File: src/rtl/burst_ram_arbiter.sv
// Two-port round-robin arbiter in front of a single BurstRAM command/data port.
// Port 0 is the instruction cache and port 1 is the data cache. Each port can
// hold one pending command. The winner owns the RAM until its burst completes.
`timescale 1ns/1ps
module burst_ram_arbiter #(
  parameter int RAM_DEPTH_BITWIDTH      = 4,
  parameter int RAM_BURST_DATA_BITWIDTH = 64,
  parameter int RAM_BURST_DATA_COUNT    = 4
) (
  input  logic                                 clk,
  input  logic                                 rst,
  input  logic                                 p0_cmd,
  input  logic                                 p0_cmd_en,
  input  logic [RAM_DEPTH_BITWIDTH-1:0]        p0_addr,
  input  logic [RAM_BURST_DATA_BITWIDTH-1:0]   p0_wr_data,
  input  logic [RAM_BURST_DATA_BITWIDTH/8-1:0] p0_data_mask,
  output logic [RAM_BURST_DATA_BITWIDTH-1:0]   p0_rd_data,
  output logic                                 p0_rd_data_valid,
  output logic                                 p0_wr_ack,
  output logic                                 p0_busy,
  input  logic                                 p1_cmd,
  input  logic                                 p1_cmd_en,
  input  logic [RAM_DEPTH_BITWIDTH-1:0]        p1_addr,
  input  logic [RAM_BURST_DATA_BITWIDTH-1:0]   p1_wr_data,
  input  logic [RAM_BURST_DATA_BITWIDTH/8-1:0] p1_data_mask,
  output logic [RAM_BURST_DATA_BITWIDTH-1:0]   p1_rd_data,
  output logic                                 p1_rd_data_valid,
  output logic                                 p1_wr_ack,
  output logic                                 p1_busy,
  output logic                                 br_cmd,
  output logic                                 br_cmd_en,
  output logic [RAM_DEPTH_BITWIDTH-1:0]        br_addr,
  output logic [RAM_BURST_DATA_BITWIDTH-1:0]   br_wr_data,
  output logic [RAM_BURST_DATA_BITWIDTH/8-1:0] br_data_mask,
  input  logic [RAM_BURST_DATA_BITWIDTH-1:0]   br_rd_data,
  input  logic                                 br_rd_data_valid,
  input  logic                                 br_busy
);

  localparam int AW     = RAM_DEPTH_BITWIDTH;
  localparam int CNT_W  = $clog2(RAM_BURST_DATA_COUNT);
  localparam logic [CNT_W-1:0] LAST_BEAT = CNT_W'(RAM_BURST_DATA_COUNT - 1);

  typedef enum logic [1:0] {IDLE, ISSUE, READ, WRITE} state_t;

  state_t               state, state_nx;
  logic [1:0]           pend, pend_cmd;
  logic [1:0][AW-1:0]   pend_addr;
  logic                 grant, last_grant;
  logic                 cur_cmd;
  logic [AW-1:0]        cur_addr;
  logic [CNT_W-1:0]     beat_cnt;

  logic [1:0]           cmd_en_v, cmd_v, busy, wr_ack_v, rd_vld_v;
  logic [1:0][AW-1:0]   addr_v;
  logic                 sel, winner, last_beat, beat_adv;

  assign cmd_en_v = {p1_cmd_en, p0_cmd_en};
  assign cmd_v    = {p1_cmd, p0_cmd};
  assign addr_v   = {p1_addr, p0_addr};

  // A port stays busy while its request waits or while it owns the RAM.
  assign busy[0] = pend[0] | ((state != IDLE) & ~grant);
  assign busy[1] = pend[1] | ((state != IDLE) & grant);
  assign p0_busy = busy[0];
  assign p1_busy = busy[1];

  // Contention goes to the port that did not win last time.
  assign winner    = (&pend) ? ~last_grant : pend[1];
  assign sel       = (state == IDLE) & (|pend) & ~br_busy;
  assign last_beat = (beat_cnt == LAST_BEAT);
  // Write beats are consumed every cycle from ISSUE on; read beats only when valid.
  assign beat_adv  = ((state == ISSUE) & cur_cmd) | (state == WRITE) |
                     ((state == READ) & br_rd_data_valid);

  assign p0_rd_data       = br_rd_data;
  assign p1_rd_data       = br_rd_data;
  assign p0_rd_data_valid = rd_vld_v[0];
  assign p1_rd_data_valid = rd_vld_v[1];
  assign p0_wr_ack        = wr_ack_v[0];
  assign p1_wr_ack        = wr_ack_v[1];

  // State register.
  always_ff @(posedge clk) begin
    if (rst) state <= IDLE;
    else     state <= state_nx;
  end

  // Next-state decode and RAM-side/requester-side output steering.
  always_comb begin
    state_nx     = state;
    br_cmd_en    = 1'b0;
    br_cmd       = 1'b0;
    br_addr      = '0;
    br_wr_data   = '0;
    br_data_mask = '0;
    wr_ack_v     = '0;
    rd_vld_v     = '0;
    case (state)
      IDLE: if (sel) state_nx = ISSUE;
      ISSUE: begin
        br_cmd_en = 1'b1;
        br_cmd    = cur_cmd;
        br_addr   = cur_addr;
        if (cur_cmd) begin
          // Beat 0 rides along with the command.
          br_wr_data      = grant ? p1_wr_data : p0_wr_data;
          br_data_mask    = grant ? p1_data_mask : p0_data_mask;
          wr_ack_v[grant] = 1'b1;
          state_nx        = WRITE;
        end else begin
          state_nx = READ;
        end
      end
      WRITE: begin
        br_wr_data      = grant ? p1_wr_data : p0_wr_data;
        br_data_mask    = grant ? p1_data_mask : p0_data_mask;
        wr_ack_v[grant] = 1'b1;
        if (last_beat) state_nx = IDLE;
      end
      READ: begin
        rd_vld_v[grant] = br_rd_data_valid;
        if (br_rd_data_valid && last_beat) state_nx = IDLE;
      end
      default: state_nx = IDLE;
    endcase
  end

  // Request capture, grant selection and beat counting.
  always_ff @(posedge clk) begin
    if (rst) begin
      pend       <= '0;
      pend_cmd   <= '0;
      pend_addr  <= '0;
      grant      <= 1'b0;
      last_grant <= 1'b1;
      cur_cmd    <= 1'b0;
      cur_addr   <= '0;
      beat_cnt   <= '0;
    end else begin
      // The winner is busy, so a capture never collides with its clear below.
      for (int n = 0; n < 2; n++) begin
        if (cmd_en_v[n] && !busy[n]) begin
          pend[n]      <= 1'b1;
          pend_cmd[n]  <= cmd_v[n];
          pend_addr[n] <= addr_v[n];
        end
      end
      if (sel) begin
        pend[winner] <= 1'b0;
        grant        <= winner;
        last_grant   <= winner;
        cur_cmd      <= pend_cmd[winner];
        cur_addr     <= pend_addr[winner];
      end
      if (beat_adv) beat_cnt <= last_beat ? '0 : beat_cnt + 1'b1;
    end
  end

endmodule

File: config.mk
export PLATFORM = sky130hd
export DESIGN_NAME = burst_ram_arbiter
export DESIGN_NICKNAME = d
export VERILOG_FILES = /design/src/rtl/burst_ram_arbiter.sv
export SDC_FILE = /design/constraint.sdc
export NUM_CORES = 1
export LEC_CHECK = 0
export ABC_AREA = 0
export BUFFER_PORTS_ARGS = -buffer_cell sky130_fd_sc_hd__buf_2
export CAP_MARGIN = 20
export CORE_AREA = 2 2 170 172
export CTS_CLUSTER_SIZE = 14
export DETAILED_ROUTE_END_ITERATION = 7
export DIE_AREA = 0 0 172 174
export PLACE_DENSITY_LB_ADDON = 0.25
export SLEW_MARGIN = 15
export SYNTH_ARGS = -nofsm -noshare
export SYNTH_HDL_FRONTEND = slang
export SYNTH_SLANG_ARGS = --single-unit
File: constraint.sdc
create_clock -name clk -period 2.24 [get_ports clk]
set_input_delay 0.56 -clock clk [delete_from_list [all_inputs] [get_ports clk]]
set_output_delay 0.56 -clock clk [all_outputs]
set_load 0.02 [all_outputs]
==> run summary <==
Syn Std Cell Area: 0.00276 mm²
ys async rst share: 0%
HP Class: register to register
CTS tree: yes
Simple-Gate Fraction of Synth Area: 11.6%
Sinks on Clock Net: 23
status: completed
DP HPWL: 12,000 µm
internal reg-to-reg setup slack: 0.65 ns
WP data required: 1.68 ns
P per Cell Area: 315 mW/mm²
final cycle utilization of the critical path: 98.7%
LEAKAGE: 2.01 nW
adder-cell area share of the yosys netlist: 0.453%
largest net degree at the start of global routing: 71
worst vdd ir: 0.289 mV
CORE AREA: 0.0282 mm²
Fin. Hold Viols: 0
drt wl/cell: 19.8 µm
top_reg_cell synth: dfxtp_1
hold_sp: pend_addr[1]
die width: 172 µm
Synth cell types: 39
I/O Pins: 436
R2R Path Start: state[1]
post-synthesis mux area share: 3.67%
Final WS setup: 0.0294 ns
Synth warnings: 0
worst r2r dst: cur_cmd
Achievable Freq: 452 MHz
Final Net Count: 684
Die Area: 0.0299 mm²
CP arrival: 1.65 ns
initial antenna violation count: 11
layout cell share with drive strength beyond 1: 62.2%
first-pass GRT wire length: 19,200 µm
Min Hold Slack: 0.464 ns
Post-synth EDFFs: 0
main combinational cell family by area after synthesis: buffers and inverters
CP endpoint kind: output pin
CTS clk-pin slew, worst paths: 0.06 ns
gr ovfl total: 0
Final ANT Viol Nets: 0
Clk Latency, worst-skew pair: 0.26 ns
Clock Tree Buf Depth: 2
clk_skew: 0.00236 ns
Initial Util: 9.78%
final setup fails: 0
DR iter-0 viols: 138
Non-Filler Instances: 845
deepest level of the CTS H-tree: 1
Residual DRC: 0
Worst setup SP type: register
Worst-Margin Slew: 0.501 ns
GPL Wtd Cong: 0.674
vias: 2,959
P&R area growth vs syn: 43.9%
Mapped Cells: 335
Period minus WS final: 2.21 ns
Syn Area/Cell: 8.24 µm²
Max-cap violations: 0
XOR/XNOR share of the synthesized area: 0%
vias in the first global route: 2,754
final WL: 16,700 µm
FF-to-FF path depth: 4
Root Buffer Master: clkbuf_16
Place WS: 0.175 ns
hold path depth: 2
Die Ht: 174 µm
Crit Path Class: register to output pin
Synth Register Bits: 23
GRT Overall Usage: 8.98%
complex-gate fraction of the synthesized area: 29.0%
cts bufs inserted: 3
max-slew violations: 0
cts hold-fix bufs: 0
I/O Buffers: 243
FP Rows: 62
Syn Nets: 560
post-synthesis sequential area ratio: 16.7%
Inst Count DP: 826
vias per inst: 3.50
critical-path maximum fanout: 8
Hold EP: pend_addr[1]
Slew headroom: 66.6%
RSZ-0062 raised after global routing: true
DR pass1 iterations: 4
[worst max path at each step]
stage / start / endpoint / slack (ns) / depth (start not counted)
finish: state[1] / br_wr_data[43] / 0.03 / 7
global route: cur_cmd / br_wr_data[6] / -0.02 / 7
CTS: state[0] / br_wr_data[45] / -0.02 / 7
detailed placement: cur_cmd / br_wr_data[62] / 0.17 / 6
global placement: cur_cmd / br_wr_data[62] / 0.20 / 6
floorplan: state[0] / br_data_mask[0] / 0.28 / 5
[what timing repair did]
item	in CTS	in global routing
pin swaps	4	4
gates cloned	2	8
endpoints found under the setup margin	65	72
setup buffers	1	1
hold endpoints to repair	0	0
resized for setup	16	22
[sequential cells by signal (all words and copies together) (netlist names)]
register,count
state,2
pend,2
grant,1
cur_cmd,1
pend_cmd,2
last_grant,1
beat_cnt,2
pend_addr,8
cur_addr,4
[cells in the final DEF (no fill, tap or decap), drive strengths merged, types with 2 or more instances in the layout]
master,count
buf,261
a22o,72
dfxtp,23
nand2,16
mux2i,9
nand2b,8
clkbuf,8
a21oi,7
nor3,7
and2,6
a221o,5
nor2,5
o21ai,5
nor2b,4
diode,3
inv,2
a41o,2
clkinv,2
[stage by stage]
stage               area, µm²  util (%)  total power [mW]  TNS, ns
detailed placement       3510      12.4             0.843        0
global route             3970      14.0              1.32   -0.193
global placement         3510      12.4             0.845        0
floorplan                2760         -             0.953        0
finish                   3970      14.1              1.25        0
CTS                      3720      13.2              1.25  -0.0625
[cell type report]
| class | instances | area, µm² |
|---|---|---|
| Antenna cell | 3 | 7.51 |
| Clock buffer | 3 | 75.1 |
| Clock inverter | 1 | 5.00 |
| Fill cell | 3319 | 24300 |
| Inverter | 3 | 11.3 |
| Multi-Input combinational cell | 162 | 1280 |
| Sequential cell | 23 | 464 |
| Tap cell | 384 | 480 |
| Timing Repair Buffer | 266 | 1650 |
[worst max-delay path, stage by stage (launching register included)]
cell and delay [ns]:
dfxtp_2 0.32, o21ai_2 0.14, buf_6 0.13, nor2_4 0.04
buf_12 0.15, clkbuf_16 0.18, a22o_4 0.28, buf_6 0.13
[synthesized netlist by cell type (2+ instances only)]
cell type	instances	share of area [%]
nor3_1	6	1.1
o21ai_1	3	0.54
dfxtp_1	23	17
nor2b_1	4	0.91
a21oi_1	7	1.3
nor2_1	2	0.27
nand2_1	16	2.2
nor2_2	2	0.45
nand2b_1	8	1.8
and2_1	6	1.4
a221o_1	5	1.8
clkbuf_1	7	0.95
buf_2	10	1.8
o21ai_0	2	0.36
a41o_1	2	0.72
mux2i_1	9	3.3
a22o_1	72	23
buf_4	129	35
inv_1	2	0.27
[cells by family (layout without fill, tap and decap cells)]
group           Yosys count  in the layout
fa+ha+maj                 1              1
flops                    23             23
mux                      10             10
buf+inv                 150            273
compound gates           96             96
simple gates             55             55
other cells               0              3
[metal layers]
metal / routed length (µm) / global-route usage (%) / vias up
met5: 8 / 0 / -
met4: 422 / 2.07 / 2
met3: 2620 / 5.56 / 37
met2: 6990 / 13.4 / 259
met1: 6690 / 10.9 / 1328
li1: - / - / 1333
[report_power, final]
part           internal (mW)  switching (mW)  total (mW)  leakage (nW)
clock network          0.240           0.157       0.397        0.0409
logic                  0.199           0.195       0.394          1.78
registers              0.439          0.0210       0.460         0.189
total                  0.879           0.373        1.25          2.01
(Power assumes the default switching activity.)
